===== src/rtl/bcp_scan_engine.sv =====
// bcp_scan_engine
//   Boolean constraint propagation over a local clause store. One clause is
//   scanned per cycle. Each unit clause yields an implication, which is offered
//   on a valid/ready handshake and applied to the local assignment as soon as it
//   is accepted. Passes over the store repeat until a pass assigns nothing
//   (fixpoint) or a clause is found falsified (conflict).
// Ports
//   clock, reset                    : rising-edge clock, async active-high reset
//   cl_we/cl_addr/cl_mask/cl_type   : clause store write port (ignored while busy)
//   clause_count, start             : run control, latched when a start is accepted
//   assignment_in, free_in          : initial variable state, latched at start
//   busy                            : high in SCAN and EMIT
//   imp_valid/imp_ready/imp_var/imp_value : implication stream
//   bcp_finish                      : one-cycle end-of-run pulse
//   conflict, conflict_clause       : conflict result, held until the next start
//   assignment_out, free_out        : live local assignment / free vectors
//   pass_count                      : passes taken by the last run
module bcp_scan_engine #(
    parameter  int VAR_NUM    = 8,
    parameter  int CLAUSE_NUM = 16,
    localparam int VW         = $clog2(VAR_NUM),
    localparam int CW         = $clog2(CLAUSE_NUM)
) (
    input  logic               clock,
    input  logic               reset,
    input  logic               cl_we,
    input  logic [CW-1:0]      cl_addr,
    input  logic [VAR_NUM-1:0] cl_mask,
    input  logic [VAR_NUM-1:0] cl_type,
    input  logic [CW:0]        clause_count,
    input  logic               start,
    input  logic [VAR_NUM-1:0] assignment_in,
    input  logic [VAR_NUM-1:0] free_in,
    output logic               busy,
    output logic               imp_valid,
    input  logic               imp_ready,
    output logic [VW-1:0]      imp_var,
    output logic               imp_value,
    output logic               bcp_finish,
    output logic               conflict,
    output logic [CW-1:0]      conflict_clause,
    output logic [VAR_NUM-1:0] assignment_out,
    output logic [VAR_NUM-1:0] free_out,
    output logic [VW:0]        pass_count
);

    typedef enum logic [1:0] {IDLE, SCAN, EMIT, DONE} state_t;

    state_t state, state_nxt;

    logic [VAR_NUM-1:0] st_mask [CLAUSE_NUM];
    logic [VAR_NUM-1:0] st_type [CLAUSE_NUM];

    logic [VAR_NUM-1:0] a_reg, f_reg;
    logic [CW:0]        cnt;
    logic [CW-1:0]      idx;
    logic               changed;

    // ---------------- clause evaluation on entry idx ----------------
    logic [VAR_NUM-1:0] cur_mask, cur_type, free_m;
    logic               sat, is_conf, is_unit, last, empty_run;
    logic [VW:0]        nfree;
    logic [VW-1:0]      sel;

    assign cur_mask  = st_mask[idx];
    assign cur_type  = st_type[idx];
    assign free_m    = cur_mask & f_reg;
    assign sat       = |(cur_mask & ~f_reg & ~(a_reg ^ cur_type));
    assign is_conf   = !sat && (nfree == '0);
    assign is_unit   = !sat && (nfree == (VW+1)'(1));
    assign empty_run = (cnt == '0);
    // only meaningful when cnt != 0 (empty runs are caught first)
    assign last      = ({1'b0, idx} == cnt - (CW+1)'(1));

    // popcount of free literals; sel ends up on the (single, for a unit) free bit
    always_comb begin
        nfree = '0;
        sel   = '0;
        for (int i = 0; i < VAR_NUM; i++) begin
            if (free_m[i]) begin
                nfree = nfree + (VW+1)'(1);
                sel   = VW'(i);
            end
        end
    end

    // ---------------- clause store ----------------
    always_ff @(posedge clock or posedge reset) begin
        if (reset) begin
            for (int i = 0; i < CLAUSE_NUM; i++) begin
                st_mask[i] <= '0;
                st_type[i] <= '0;
            end
        end else if (cl_we && !busy) begin
            st_mask[cl_addr] <= cl_mask;
            st_type[cl_addr] <= cl_type;
        end
    end

    // ---------------- FSM: state register ----------------
    always_ff @(posedge clock or posedge reset) begin
        if (reset) state <= IDLE;
        else       state <= state_nxt;
    end

    // ---------------- FSM: next state ----------------
    always_comb begin
        state_nxt = state;
        case (state)
            IDLE: if (start) state_nxt = SCAN;
            SCAN: begin
                if (empty_run || is_conf)  state_nxt = DONE;
                else if (is_unit)          state_nxt = EMIT;
                else if (last && !changed) state_nxt = DONE;
            end
            // an accepted implication always marks the pass as changed, so
            // even at the last clause we go back to SCAN for another pass
            EMIT: if (imp_ready) state_nxt = SCAN;
            DONE: state_nxt = IDLE;
            default: state_nxt = IDLE;
        endcase
    end

    // ---------------- FSM: outputs ----------------
    always_comb begin
        busy       = (state == SCAN) || (state == EMIT);
        bcp_finish = (state == DONE);
    end

    // ---------------- datapath ----------------
    always_ff @(posedge clock or posedge reset) begin
        if (reset) begin
            a_reg           <= '0;
            f_reg           <= '0;
            cnt             <= '0;
            idx             <= '0;
            changed         <= 1'b0;
            pass_count      <= '0;
            imp_valid       <= 1'b0;
            imp_var         <= '0;
            imp_value       <= 1'b0;
            conflict        <= 1'b0;
            conflict_clause <= '0;
        end else begin
            case (state)
                IDLE: if (start) begin
                    a_reg           <= assignment_in;
                    f_reg           <= free_in;
                    cnt             <= clause_count;
                    idx             <= '0;
                    changed         <= 1'b0;
                    pass_count      <= (VW+1)'(1);
                    conflict        <= 1'b0;
                    conflict_clause <= '0;
                end
                SCAN: if (!empty_run) begin
                    if (is_conf) begin
                        conflict        <= 1'b1;
                        conflict_clause <= idx;
                    end else if (is_unit) begin
                        imp_valid <= 1'b1;
                        imp_var   <= sel;
                        imp_value <= cur_type[sel];
                    end else if (last) begin
                        if (changed) begin
                            idx        <= '0;
                            changed    <= 1'b0;
                            pass_count <= pass_count + (VW+1)'(1);
                        end
                    end else begin
                        idx <= idx + CW'(1);
                    end
                end
                EMIT: if (imp_ready) begin
                    a_reg[imp_var] <= imp_value;
                    f_reg[imp_var] <= 1'b0;
                    imp_valid      <= 1'b0;
                    if (last) begin
                        idx        <= '0;
                        changed    <= 1'b0;
                        pass_count <= pass_count + (VW+1)'(1);
                    end else begin
                        idx     <= idx + CW'(1);
                        changed <= 1'b1;
                    end
                end
                default: ;
            endcase
        end
    end

    assign assignment_out = a_reg;
    assign free_out       = f_reg;

endmodule


===== config.mk =====
export PLATFORM = sky130hd
export DESIGN_NAME = bcp_scan_engine
export DESIGN_NICKNAME = d
export VERILOG_FILES = /design/src/rtl/bcp_scan_engine.sv
export SDC_FILE = /design/constraint.sdc
export NUM_CORES = 1
export LEC_CHECK = 0
export BUFFER_PORTS_ARGS = -buffer_cell sky130_fd_sc_hd__buf_4
export CORE_MARGIN = 2
export CORE_UTILIZATION = 66
export DETAILED_ROUTE_END_ITERATION = 16
export MAX_ROUTING_LAYER = met4
export PLACE_DENSITY = 0.85
export SLEW_MARGIN = 0
export SYNTH_ARGS = -nofsm -noshare
export SYNTH_HDL_FRONTEND = slang
export SYNTH_SLANG_ARGS = --single-unit

===== constraint.sdc =====
create_clock -name clock -period 22.5 [get_ports clock]
set_input_delay 4.5 -clock clock [delete_from_list [all_inputs] [get_ports clock]]
set_output_delay 4.5 -clock clock [all_outputs]
set_load 0.01 [all_outputs]

==> out/results.tsv <==
metric	value	unit
Hold Crit Class	reg2reg	
Cell Pwr Density	158.3	mW/mm^2
hold_ws	500.0	ps
Buf/Inv on CP	3	
post-CTS setup buffer count	0	
Cells after Synth	1120	
nets@finish	1235	
Pleak	0.007615	uW
CP Depth	29	
Worst R2R Start	idx[1]	
WL met3	2.253	mm
Via density	6.561	
Least-Margin Pin Slew	1253	ps
status	completed	
largest delay contributor family on the critical path	adder cells	
# DRC	0	
combinational family with the most area after synthesis	multiplexers	
min-delay src	st_mask[23]	
placer's final routability congestion estimate	0.9107	
CP max FO	64	
peak supply drop	0.09464	mV
vias in the first global route	9960	
Synth Warn #	0	
top cells by count, synth	dfrtp_1, mux2_2, nand2_1	
Hold-fix buffers, CTS	0	
crit path launch type	flop	
Routed WL	36.46	mm
max frequency	136.0	MHz
first-pass GRT wire length	56.70	mm
Fillers	1434	
pin count of the biggest net entering global routing	177	
maxcap violations	0	
DR WL/cell	24.57	um
clk sinks	298	
Area Growth Syn to Fin	11.33	%
die area	0.02409	mm^2
clk_lat worst skew	580	ps
Mapped Area	0.01509	mm^2
Max stage delay on crit path	710	ps
CTS tree	yes	
share of the synthesized area in the top cell type	0.4941	
Final Cycle Share	0.3269	
Met1 Wirelength	15.12	mm
crit-path most repeated cell	ha_1	
normalized max-slew margin	0.1610	
post-synthesis adder-cell area fraction	0.01161	
Yosys cell types	83	
CTS resizes	0	
H-tree level count	1	
clock buffer depth	3	
top routing layer used	met4	
complex-gate fraction of the synthesized area	0.05107	
Primary FF master, synth	dfrtp_1	
num ports	78	
core area	0.02257	mm^2
CTS root buf	clkbuf_16	
Seq cells post-synth	298	
endpoints failing setup	0	
effective utilization at floorplan	0.6686	
RSZ-0062 raised after global routing	false	
mux cell area share after synthesis	0.3166	
Vias	9737	
Reg2Reg Depth	29	
post-synthesis xor/xnor area fraction	0.02230	
post-synthesis sequential area ratio	0.4941	
GRT Total Usage	0.3178	
Clock Skew	8.316	ps
R2R setup slack	15150	ps
WHS Path Cells	1	
syn_nets	1180	
dpl hpwl	22.74	mm
Rows	55	
Req. time, crit path	22950	ps
share of cells above drive strength 1	0.4140	
top cells by area, synth	dfrtp_1, mux2_2, mux4_2	
Synth Area per Inst	13.47	um^2
Hold Vio Cnt, Final	0	
Inserted Clock Buffers	31	
Clock transition at path regs	60	ps
RR Endpoint	conflict_clause[1]	
final worst setup slack	15150	ps
minimum clock period after layout	7354	ps
Critical path origin	idx[1]	
leading area contributor after synthesis	dfrtp_1	
met2 routed wirelength	17.84	mm
Synth Area in Simple Gates	0.07221	
share of synthesized registers carrying an async set or reset	1.000	
top-count cell post-synth	dfrtp_1	
IO buf count	77	
WHS Endpoint	st_mask[23]	
CP Capture Type	flop	
Slew Viols, Final	0	
die height	155.2	um
number of enable flip-flop cells after synthesis	0	
TritonRoute pass-1 iters	5	
initial DRC count	784	
Crit Path Category	reg2reg	
Setup TNS	0	ps
initial antenna violation count	1	
gr ovfl total	0	
Die Span X	155.2	um
ANT nets after route	0	
Slowest-stage cell, CP	buf_4	
pre-CTS setup slack	15210	ps
Worst EP arrival	7810	ps
==> worst max-delay path by stage <==
stage                          to  slack, ps
3_3_place_gp   conflict_clause[2]      15350
4_1_cts        conflict_clause[1]      15170
5_1_grt        conflict_clause[1]      14600
3_5_place_dp   conflict_clause[1]      15210
2_1_floorplan   assignment_out[0]       9770
6_report       conflict_clause[1]      15150
==> flip-flops by register name, indices dropped and copies added, names as in the netlist, 2 cells and up <==
signal and flops:
state 2, cnt 5, assignment_out 8, conflict_clause 4, free_out 8, st_type 128
pass_count 4, imp_var 3, st_mask 128, idx 4
==> kinds of logic (layout without fill, tap and decap cells) <==
family / Yosys count / after routing
adders and majority gates: 14 / 14
buffers and inverters: 93 / 171
and+or+nand+nor: 212 / 212
other: 0 / 1
xor gates and xnor gates: 28 / 28
DFF: 298 / 298
muxes: 367 / 367
AOI/OAI and AO/OA: 108 / 108
==> layout make-up <==
type                            count  area, um^2  share of cell area
Tap cell                          285       356.6             0.02122
Inverter                           25       103.9            0.006181
Sequential cell                   298        7463              0.4442
Clock buffer                       46       902.1             0.05369
Antenna cell                        1       2.502           0.0001489
Timing Repair Buffer               90       688.2             0.04096
Clock inverter                     10       118.9            0.007074
Multi-Input combinational cell    729        7167              0.4265
==> metrics by stage <==
step | util | area (um^2) | std cells | total power (uW)
global placement | 0.6991 | 15780 | 1427 | 2081
finish | 0.7444 | 16800 | 1484 | 2660
global route | 0.7444 | 16800 | 1484 | 2807
detailed placement | 0.6991 | 15780 | 1427 | 2129
floorplan | - | 15090 | 1120 | 1845
CTS | 0.7443 | 16800 | 1483 | 2658
==> worst register-to-register path, delay by kind of cell (launching register included) <==
family,cells,cell delay (ps)
xor gates and xnor gates,3,520
AOI/OAI and AO/OA,6,1150
and+or+nand+nor,9,1630
adders and majority gates,6,1740
buffers and inverters,3,860
DFF,1,360
muxes,2,980
==> power breakdown <==
group          switching [uW]  internal (uW)
combinational             569            610
sequential                180            787
clock                     213            300
==> placed cells by master, fill, tap and decap left out, types with 9 or more instances in the layout <==
| master | count |
|---|---|
| a21oi_1 | 20 |
| and2_1 | 9 |
| buf_4 | 89 |
| clkbuf_16 | 31 |
| dfrtp_1 | 295 |
| ha_1 | 14 |
| inv_1 | 20 |
| mux2_2 | 265 |
| mux2i_1 | 38 |
| mux4_2 | 55 |
| nand2_1 | 71 |
| nand3_1 | 17 |
| nor2_1 | 40 |
| nor2b_1 | 13 |
| nor3_1 | 12 |
| o21ai_0 | 24 |
| xnor2_1 | 12 |
==> per-layer routing <==
| metal | vias to the layer above | track usage |
|---|---|---|
| met5 | - | - |
| met4 | 0 | 0.1123 |
| met3 | 90 | 0.04318 |
| met2 | 342 | 0.5122 |
| met1 | 5067 | 0.4234 |
| li1 | 4238 | - |
Power figures use the tool's default switching activity.
